File: src/rtl/acc_result_reader.sv
// Drains len_i words from the accumulator result memory in address order onto a valid/ready stream.
// Latency: start_i -> first read 1 cycle -> dout_valid_o 2 cycles; 1 word/cycle while dout_ready_i is held high.
// Backpressure: reads stall when buffered + in-flight words reach 2, so the 2-entry buffer never overflows.
// Build option ACC_READ_CLR_EN: each location is cleared one cycle after it is read.
module acc_result_reader #(
    parameter int DATA_W = 16,
    parameter int ADDR_W = 5
) (
    input  logic              clk,
    input  logic              rst,
    input  logic              start_i,
    input  logic [ADDR_W:0]   len_i,
    output logic              mem_rd_en_o,
    output logic [ADDR_W-1:0] mem_addr_o,
    input  logic [DATA_W-1:0] mem_data_i,
    output logic              mem_clr_o,
    output logic [ADDR_W-1:0] mem_clr_addr_o,
    output logic [DATA_W-1:0] dout_o,
    output logic              dout_valid_o,
    input  logic              dout_ready_i,
    output logic              busy_o,
    output logic              done_o
);

    typedef enum logic [1:0] {
        IDLE   = 2'd0,
        READ   = 2'd1,
        DRAIN  = 2'd2,
        FINISH = 2'd3
    } state_t;

    state_t            state_q, state_d;
    logic [ADDR_W:0]   len_q, len_d;
    logic [ADDR_W:0]   rd_cnt_q, rd_cnt_d;
    logic              zero_q, zero_d;

    logic              inflight_q;
    logic [DATA_W-1:0] buf_q [2];
    logic              wr_ptr_q;
    logic              rd_ptr_q;
    logic [1:0]        occ_q;

    logic              rd_issue;
    logic              last_rd;
    logic              bypass;
    logic              pop;
    logic              pop_buf;
    logic              push;
    logic [2:0]        outstanding;

    assign outstanding = {1'b0, occ_q} + {2'b00, inflight_q};

    // With the buffer empty, the word arriving from memory is shown directly; if it is
    // not taken this cycle it is captured, so dout_o stays stable until accepted.
    assign bypass       = (occ_q == 2'd0) && inflight_q;
    assign dout_valid_o = (occ_q != 2'd0) || inflight_q;
    assign dout_o       = bypass ? mem_data_i : buf_q[rd_ptr_q];
    assign pop          = dout_valid_o && dout_ready_i;
    assign pop_buf      = pop && !bypass;
    assign push         = inflight_q && !(bypass && pop);

    assign rd_issue    = (state_q == READ) && (outstanding < 3'd2);
    assign last_rd     = rd_issue && ((rd_cnt_q + (ADDR_W+1)'(1)) == len_q);
    assign mem_rd_en_o = rd_issue;
    assign mem_addr_o  = rd_cnt_q[ADDR_W-1:0];

    assign busy_o = (state_q != IDLE);
    assign done_o = (state_q == FINISH) && !zero_q;

    always_comb begin
        state_d  = state_q;
        len_d    = len_q;
        rd_cnt_d = rd_cnt_q;
        zero_d   = zero_q;
        case (state_q)
            IDLE: begin
                if (start_i) begin
                    len_d    = len_i;
                    rd_cnt_d = '0;
                    if (len_i == '0) begin
                        state_d = FINISH;
                        zero_d  = 1'b1;
                    end else begin
                        state_d = READ;
                    end
                end
            end
            READ: begin
                if (rd_issue) begin
                    rd_cnt_d = rd_cnt_q + (ADDR_W+1)'(1);
                end
                if (last_rd) begin
                    state_d = DRAIN;
                end
            end
            DRAIN: begin
                if ((outstanding == 3'd0) || ((outstanding == 3'd1) && pop)) begin
                    state_d = FINISH;
                end
            end
            FINISH: begin
                // A zero-length drain spends one extra cycle here so done_o lands two cycles after start_i.
                if (zero_q) begin
                    zero_d = 1'b0;
                end else begin
                    state_d = IDLE;
                end
            end
            default: state_d = IDLE;
        endcase
    end

    always_ff @(posedge clk) begin
        if (rst) begin
            state_q    <= IDLE;
            len_q      <= '0;
            rd_cnt_q   <= '0;
            zero_q     <= 1'b0;
            inflight_q <= 1'b0;
            buf_q[0]   <= '0;
            buf_q[1]   <= '0;
            wr_ptr_q   <= 1'b0;
            rd_ptr_q   <= 1'b0;
            occ_q      <= 2'd0;
        end else begin
            state_q    <= state_d;
            len_q      <= len_d;
            rd_cnt_q   <= rd_cnt_d;
            zero_q     <= zero_d;
            inflight_q <= rd_issue;
            if (push) begin
                buf_q[wr_ptr_q] <= mem_data_i;
                wr_ptr_q        <= ~wr_ptr_q;
            end
            if (pop_buf) begin
                rd_ptr_q <= ~rd_ptr_q;
            end
            occ_q <= occ_q + {1'b0, push} - {1'b0, pop_buf};
        end
    end

`ifdef ACC_READ_CLR_EN
    logic              clr_q;
    logic [ADDR_W-1:0] clr_addr_q;

    always_ff @(posedge clk) begin
        if (rst) begin
            clr_q      <= 1'b0;
            clr_addr_q <= '0;
        end else begin
            clr_q <= rd_issue;
            if (rd_issue) begin
                clr_addr_q <= mem_addr_o;
            end
        end
    end

    assign mem_clr_o      = clr_q;
    assign mem_clr_addr_o = clr_addr_q;
`else
    assign mem_clr_o      = 1'b0;
    assign mem_clr_addr_o = '0;
`endif

endmodule

File: config.mk
export PLATFORM = sky130hd
export DESIGN_NAME = acc_result_reader
export DESIGN_NICKNAME = d
export VERILOG_FILES = /design/src/rtl/acc_result_reader.sv
export SDC_FILE = /design/constraint.sdc
export NUM_CORES = 1
export LEC_CHECK = 0
export ABC_AREA = 1
export CORE_ASPECT_RATIO = 1.2
export CORE_MARGIN = 5
export CORE_UTILIZATION = 44
export DETAILED_ROUTE_END_ITERATION = 6
export PLACE_DENSITY = 0.7
export RECOVER_POWER = 50
export SETUP_SLACK_MARGIN = 0.2
export SYNTH_ARGS = -nofsm -noshare
export SYNTH_HDL_FRONTEND = slang
export SYNTH_SLANG_ARGS = --single-unit
File: constraint.sdc
create_clock -name clk -period 2.2 [get_ports clk]
set_input_delay 0.33 -clock clk [delete_from_list [all_inputs] [get_ports clk]]
set_output_delay 0.33 -clock clk [all_outputs]
set_load 0.02 [all_outputs]
======== After elaboration in Yosys (flattened, before gate mapping) ========
Memory sizes are Yosys's and may differ from the RTL's. A register that Yosys moved wholly into a read port is not among the register bits.
Index checks and enable logic that the tools add are counted.
cells by class
  add/subtract/negate cells ............... 4
  order comparisons ....................... 1
  equal/unequal tests ..................... 11
  multiplexer cells ....................... 23
  bitwise operators ....................... 2
  reduce and logical (&&, ||, !) cells .... 27
operator list
  kind                                                                           count
  16-bit 2-to-1 mux                                                              2
  16-bit OR reduction                                                            1
  6-bit 2-to-1 mux                                                               2
  2-bit != test (second input constant)                                          6
  6-bit one-hot mux with 2 select lines                                          1
  1-bit 2-to-1 mux                                                               11
  2-bit 2-to-1 mux                                                               5
  1-bit logical AND                                                              9
  2-bit one-hot mux with 4 select lines                                          1
  2-bit nonzero test                                                             4
  6-bit by 1-bit adder with 6-bit output (second input constant)                 1
  6-bit == test                                                                  1
  6-bit zero test                                                                1
  3-bit AND reduction                                                            2
  2-bit == test (second input constant)                                          2
  2-bit zero test                                                                2
  4-bit AND reduction                                                            1
  2-bit by 1-bit adder with 3-bit output                                         1
  3-bit by 1-bit == test with 1-bit output (second input constant)               1
  1-bit zero test                                                                3
  3-bit zero test                                                                1
  3-bit by 2-bit less-than comparator with 1-bit output (second input constant)  1
  2-bit by 1-bit adder with 2-bit output                                         1
  2-bit by 1-bit == test with 1-bit output (second input constant)               1
  other kinds (5)                                                                7
storage, ports and cells
  flip-flop bits (word level) ............. 20
  RAM bits ................................ 32
  input bits .............................. 26
  word-level logic and storage cells ...... 77
  memories kept ........................... 1
memory list
  memory  depth  bits a word  read ports  clocked after memory_dff  wr ports  line  text
  buf_q   2      16           1           1                         2         38    logic [DATA_W-1:0] buf_q [2];

======== Longest topological paths before layout ========
  depth in word-level cells ............... 11
  gate-level depth with buffers ........... 14
  gate-level depth less buffers ........... 14

======== Least setup slack after synthesis ========
OpenSTA, ideal clock, no wires.
  path type ............................... reg-to-reg
  from .................................... register occ_q[1]
  to ...................................... memory buf_q[0][0], enable pin
  library setup time ...................... 0.372 ns
  data arrival time ....................... 1.440 ns
  data required time ...................... 1.828 ns
  slack ................................... 0.389 ns
  stages on the path, launching flop included .. 8
  path buffers ............................ 1
  cells stage by stage .................... dfxtp_1 > nor2_1 > a21oi_1 > inv_2 > nor2_1 > nand2_2 > buf_2 > nand2_1
RTL lines
  item                      line  text
  start: declaration        41    logic [1:0] occ_q;
  start signal: assignment  138   occ_q <= occ_q + {1'b0, push} - {1'b0, pop_buf};
  end: declaration          38

======== Final worst setup path ========
  from .................................... register occ_q[1]
  to ...................................... output port dout_o[13]
between the ends
  word-level cells in the longest chain between the ends .. 3
ends and longest elaborated chain
  item               line  text
  2-bit zero test    55    assign bypass = (occ_q == 2'd0) && inflight_q;
  1-bit logical AND  55
  16-bit 2-to-1 mux  57    assign dout_o = bypass ? mem_data_i : buf_q[rd_ptr_q];
  end: declaration   18    output logic [DATA_W-1:0] dout_o,
Every way passes these cells.

==> summary.md <==
| Metric | Value |
|---|---|
| Initial DRC count | `111` |
| Worst EP required | `1.87 ns` |
| Netlist cell types | `30` |
| Initial core utilization | `44.7%` |
| Die height | `97.8 um` |
| Latest clock arrival within the worst-skew pair | `0.30 ns` |
| Hold Buf Count CTS | `0` |
| Gpl congestion | `0.787` |
| Routed Antenna Nets | `0` |
| Clock skew | `0.00669 ns` |
| Die ar. | `0.00814 mm2` |
| Final #Nets | `434` |
| Final Hold Fails | `0` |
| Root buf cell | `clkbuf_8` |
| Worst path slowest cell | `dfxtp_1` |
| Core area | `0.00633 mm2` |
| Min Clock Period, post-route | `1.95 ns` |
| Switching share of total power | `39.9%` |
| Placed Area | `0.00344 mm2` |
| Cell internal pwr | `2.25 mW` |
| Total track usage | `15.1%` |
| WP data arrival | `1.62 ns` |
| Horiz. Die Dim | `83.2 um` |
| Crit Path Class | `flip-flop to output port` |
| Status | `finished, final reports clean` |
| First-pass GRT wire length | `10200 um` |
| Comb pwr share | `47.3%` |
| R2R depth | `8` |
| Clock share of power | `17.4%` |
| Startpoint types | `flip-flop` |
| CTS Buf Count | `5` |
| Vias in the first global route | `2365` |
| Hold Crit Depth | `1` |
| Clock-pin slew on the worst setup and hold paths | `0.09 ns` |
| # rows | `32` |
| Fmax | `514 MHz` |
| PD cells | `1070 mW/mm2` |
| Switching power | `1.49 mW` |
| Period utilisation layout | `88.5%` |
| Cell area after synthesis | `0.00283 mm2` |
| Yosys reg bits | `53` |
| Setup TNS | `0 ns` |
| Htree depth | `2` |
| Layout cells sized above 1 | `11.8%` |
| Slowest stage delay, CP | `0.34 ns` |
| Hold Path Class | `flip-flop to flip-flop` |
| Top Ports | `57` |
| Final HPWL DP | `4400 um` |
| Worst path cell trace | `nor2_2 -> nand2_1 -> buf_4 -> o211ai_1 -> o21ai_0 -> dlygate4sd2_1` |
| Slew Viols, Final | `0` |
| Final Power | `3.74 mW` |
| Clk buf depth | `2` |
| # diodes | `0` |
| Seq pwr share | `35.3%` |
| Routed wire per std cell | `12.3 um` |
| Yosys warnings | `0` |
| Antenna violations before repair | `0` |
| DRT Wirelength | `5930 um` |
| Seq/Total Area, Yosys | `48.8%` |
| Via density | `4.82` |
| First-pass detailed-route iteration total | `4` |
| Max Cap Violations | `0` |
| CP Max Fanout | `7` |
| Final setup violation count | `0` |
| Number of port buffers | `50` |
| Worst-Margin Slew | `0.787 ns` |
| RSZ-0062 raised after global routing | `no` |
| Pin count of the biggest net entering global routing | `33` |
| Design area | `0.00349 mm2` |
| CTS tree | `done` |
| Via count | `2331` |
| Layout area overhead | `23.5%` |
| DRC | `0` |
| Worst slew margin | `47.5%` |
| Static Leak | `1.53 nW` |
| Total gr overflow | `0` |
| Clock Sinks | `53` |
| Syn Area/Cell | `8.18 um2` |
| Syn Inst Count | `346` |
| CP Capture Type | `output port` |
| Peak VDD IR | `0.651 mV` |
placed cells by master (no fill, tap or decap), types with 10 or more instances in the layout:
master and count:
edfxtp_1 32, o21ai_0 27, o211ai_1 16, clkdlybuf4s50_1 30
nor2_1 49, nand2_1 52, clkbuf_2 11, nand3_1 14
a21oi_1 19, ha_1 10, dfxtp_1 20, inv_1 55
power by group through the flow:
stage / Sequential [mW] / Clock, mW / Combinational [mW]
6_report: 1.32 / 0.651 / 1.77
3_5_place_dp: 1.33 / 0 / 1.90
4_1_cts: 1.32 / 0.670 / 1.80
3_3_place_gp: 1.33 / 0 / 1.86
5_1_grt: 1.34 / 0.708 / 1.99
2_1_floorplan: 1.31 / 0 / 1.20
critical path, delay by kind of cell, from the launching register on:
kind                   cells  cell delay, ns
and+or+nand+nor            2            0.27
AOI/OAI and AO/OA          2            0.20
DFF                        1            0.34
buffers and inverters      2            0.50
through the flow:
step                      setup slack [ns]  hold WS (ns)  utilization (%)  cells
after floorplan                      0.389         0.426                -    351
after global placement               0.154         0.437             54.3    475
after detailed placement            0.0782         0.446             54.3    475
after CTS                            0.170         0.456             55.8    483
after global routing                 0.162         0.474             55.2    484
final                                0.253         0.455             55.2    484
per-layer routing:
| layer | GRT usage (%) | part of all wire [%] |
|---|---|---|
| met3 | 3.46 | 4.7 |
| met2 | 27.8 | 51 |
| met4 | 5.79 | 2.0 |
| met1 | 16.7 | 42 |
| met5 | 0 | 0 |
cell type report:
cell class              count  area, um2
fillers                   634       2830
clock inverters             2       35.0
flip-flops and latches     53       1380
clock buffers               6       72.6
repair buffers             63        563
multi-input cells         214       1100
well taps                  85        106
inverters                  61        230
cells in the mapped netlist:
| cell | n | share of area [%] |
|---|---|---|
| a21boi_1 | 1 | 0.27 |
| a21oi_1 | 19 | 3.4 |
| a21oi_2 | 1 | 0.31 |
| buf_2 | 2 | 0.35 |
| buf_4 | 12 | 3.2 |
| clkbuf_1 | 9 | 1.2 |
| clkinv_2 | 1 | 0.18 |
| conb_1 | 1 | 0.13 |
| dfxtp_1 | 21 | 15 |
| edfxtp_1 | 32 | 34 |
| ha_1 | 10 | 4.4 |
| inv_1 | 54 | 7.2 |
| inv_2 | 6 | 0.80 |
| nand2_1 | 52 | 6.9 |
| nand2_2 | 2 | 0.44 |
| nand3_1 | 14 | 2.5 |
| nand3_2 | 2 | 0.71 |
| nand4_1 | 3 | 0.66 |
| nor2_1 | 50 | 6.6 |
| nor2_2 | 2 | 0.44 |
| nor2_4 | 1 | 0.40 |
| o211a_1 | 1 | 0.35 |
| o211ai_1 | 16 | 4.2 |
| o21ai_0 | 27 | 4.8 |
| o21ai_1 | 2 | 0.35 |
| o21ai_2 | 1 | 0.31 |
| o31ai_1 | 1 | 0.27 |
| or2_2 | 1 | 0.22 |
| xnor2_1 | 1 | 0.31 |
| xor2_1 | 1 | 0.31 |
logic make-up after synthesis:
logic type | share of synthesized area, %
XOR/XNOR | 0.619
AO/OA/AOI/OAI | 14.2
flip-flops | 48.8
adder cells (fa/ha/maj) | 4.42
buffers and inverters | 12.9
other | 0.133
AND/OR/NAND/NOR | 18.9
path summary, 6_finish.rpt:
path	from	end	slack (ns)
worst min-delay path	rd_ptr_q	flip-flop	0.45
worst min register to register	rd_ptr_q	flip-flop	0.45
worst max register to register	occ_q[1]	buf_q[0][1]	0.33
worst max-delay path	occ_q[1]	dout_o[13]	0.25
registers in the layout (all words and copies together) (netlist names), named ones only:
name and flops:
buf_q 32, inflight_q 1, len_q 6, occ_q 2, rd_cnt_q 6, rd_ptr_q 1, state_q 2, wr_ptr_q 1
zero_q 1
repair_timing:
| item | 4_1_cts | 5_1_grt |
|---|---|---|
| pin swaps | 0 | 1 |
| endpoints found under the setup margin | 18 | 16 |
| setup buffers | 0 | 1 |
| gates resized for setup | 28 | 32 |
| gates cloned | 0 | 0 |
(Power assumes the default switching activity.)
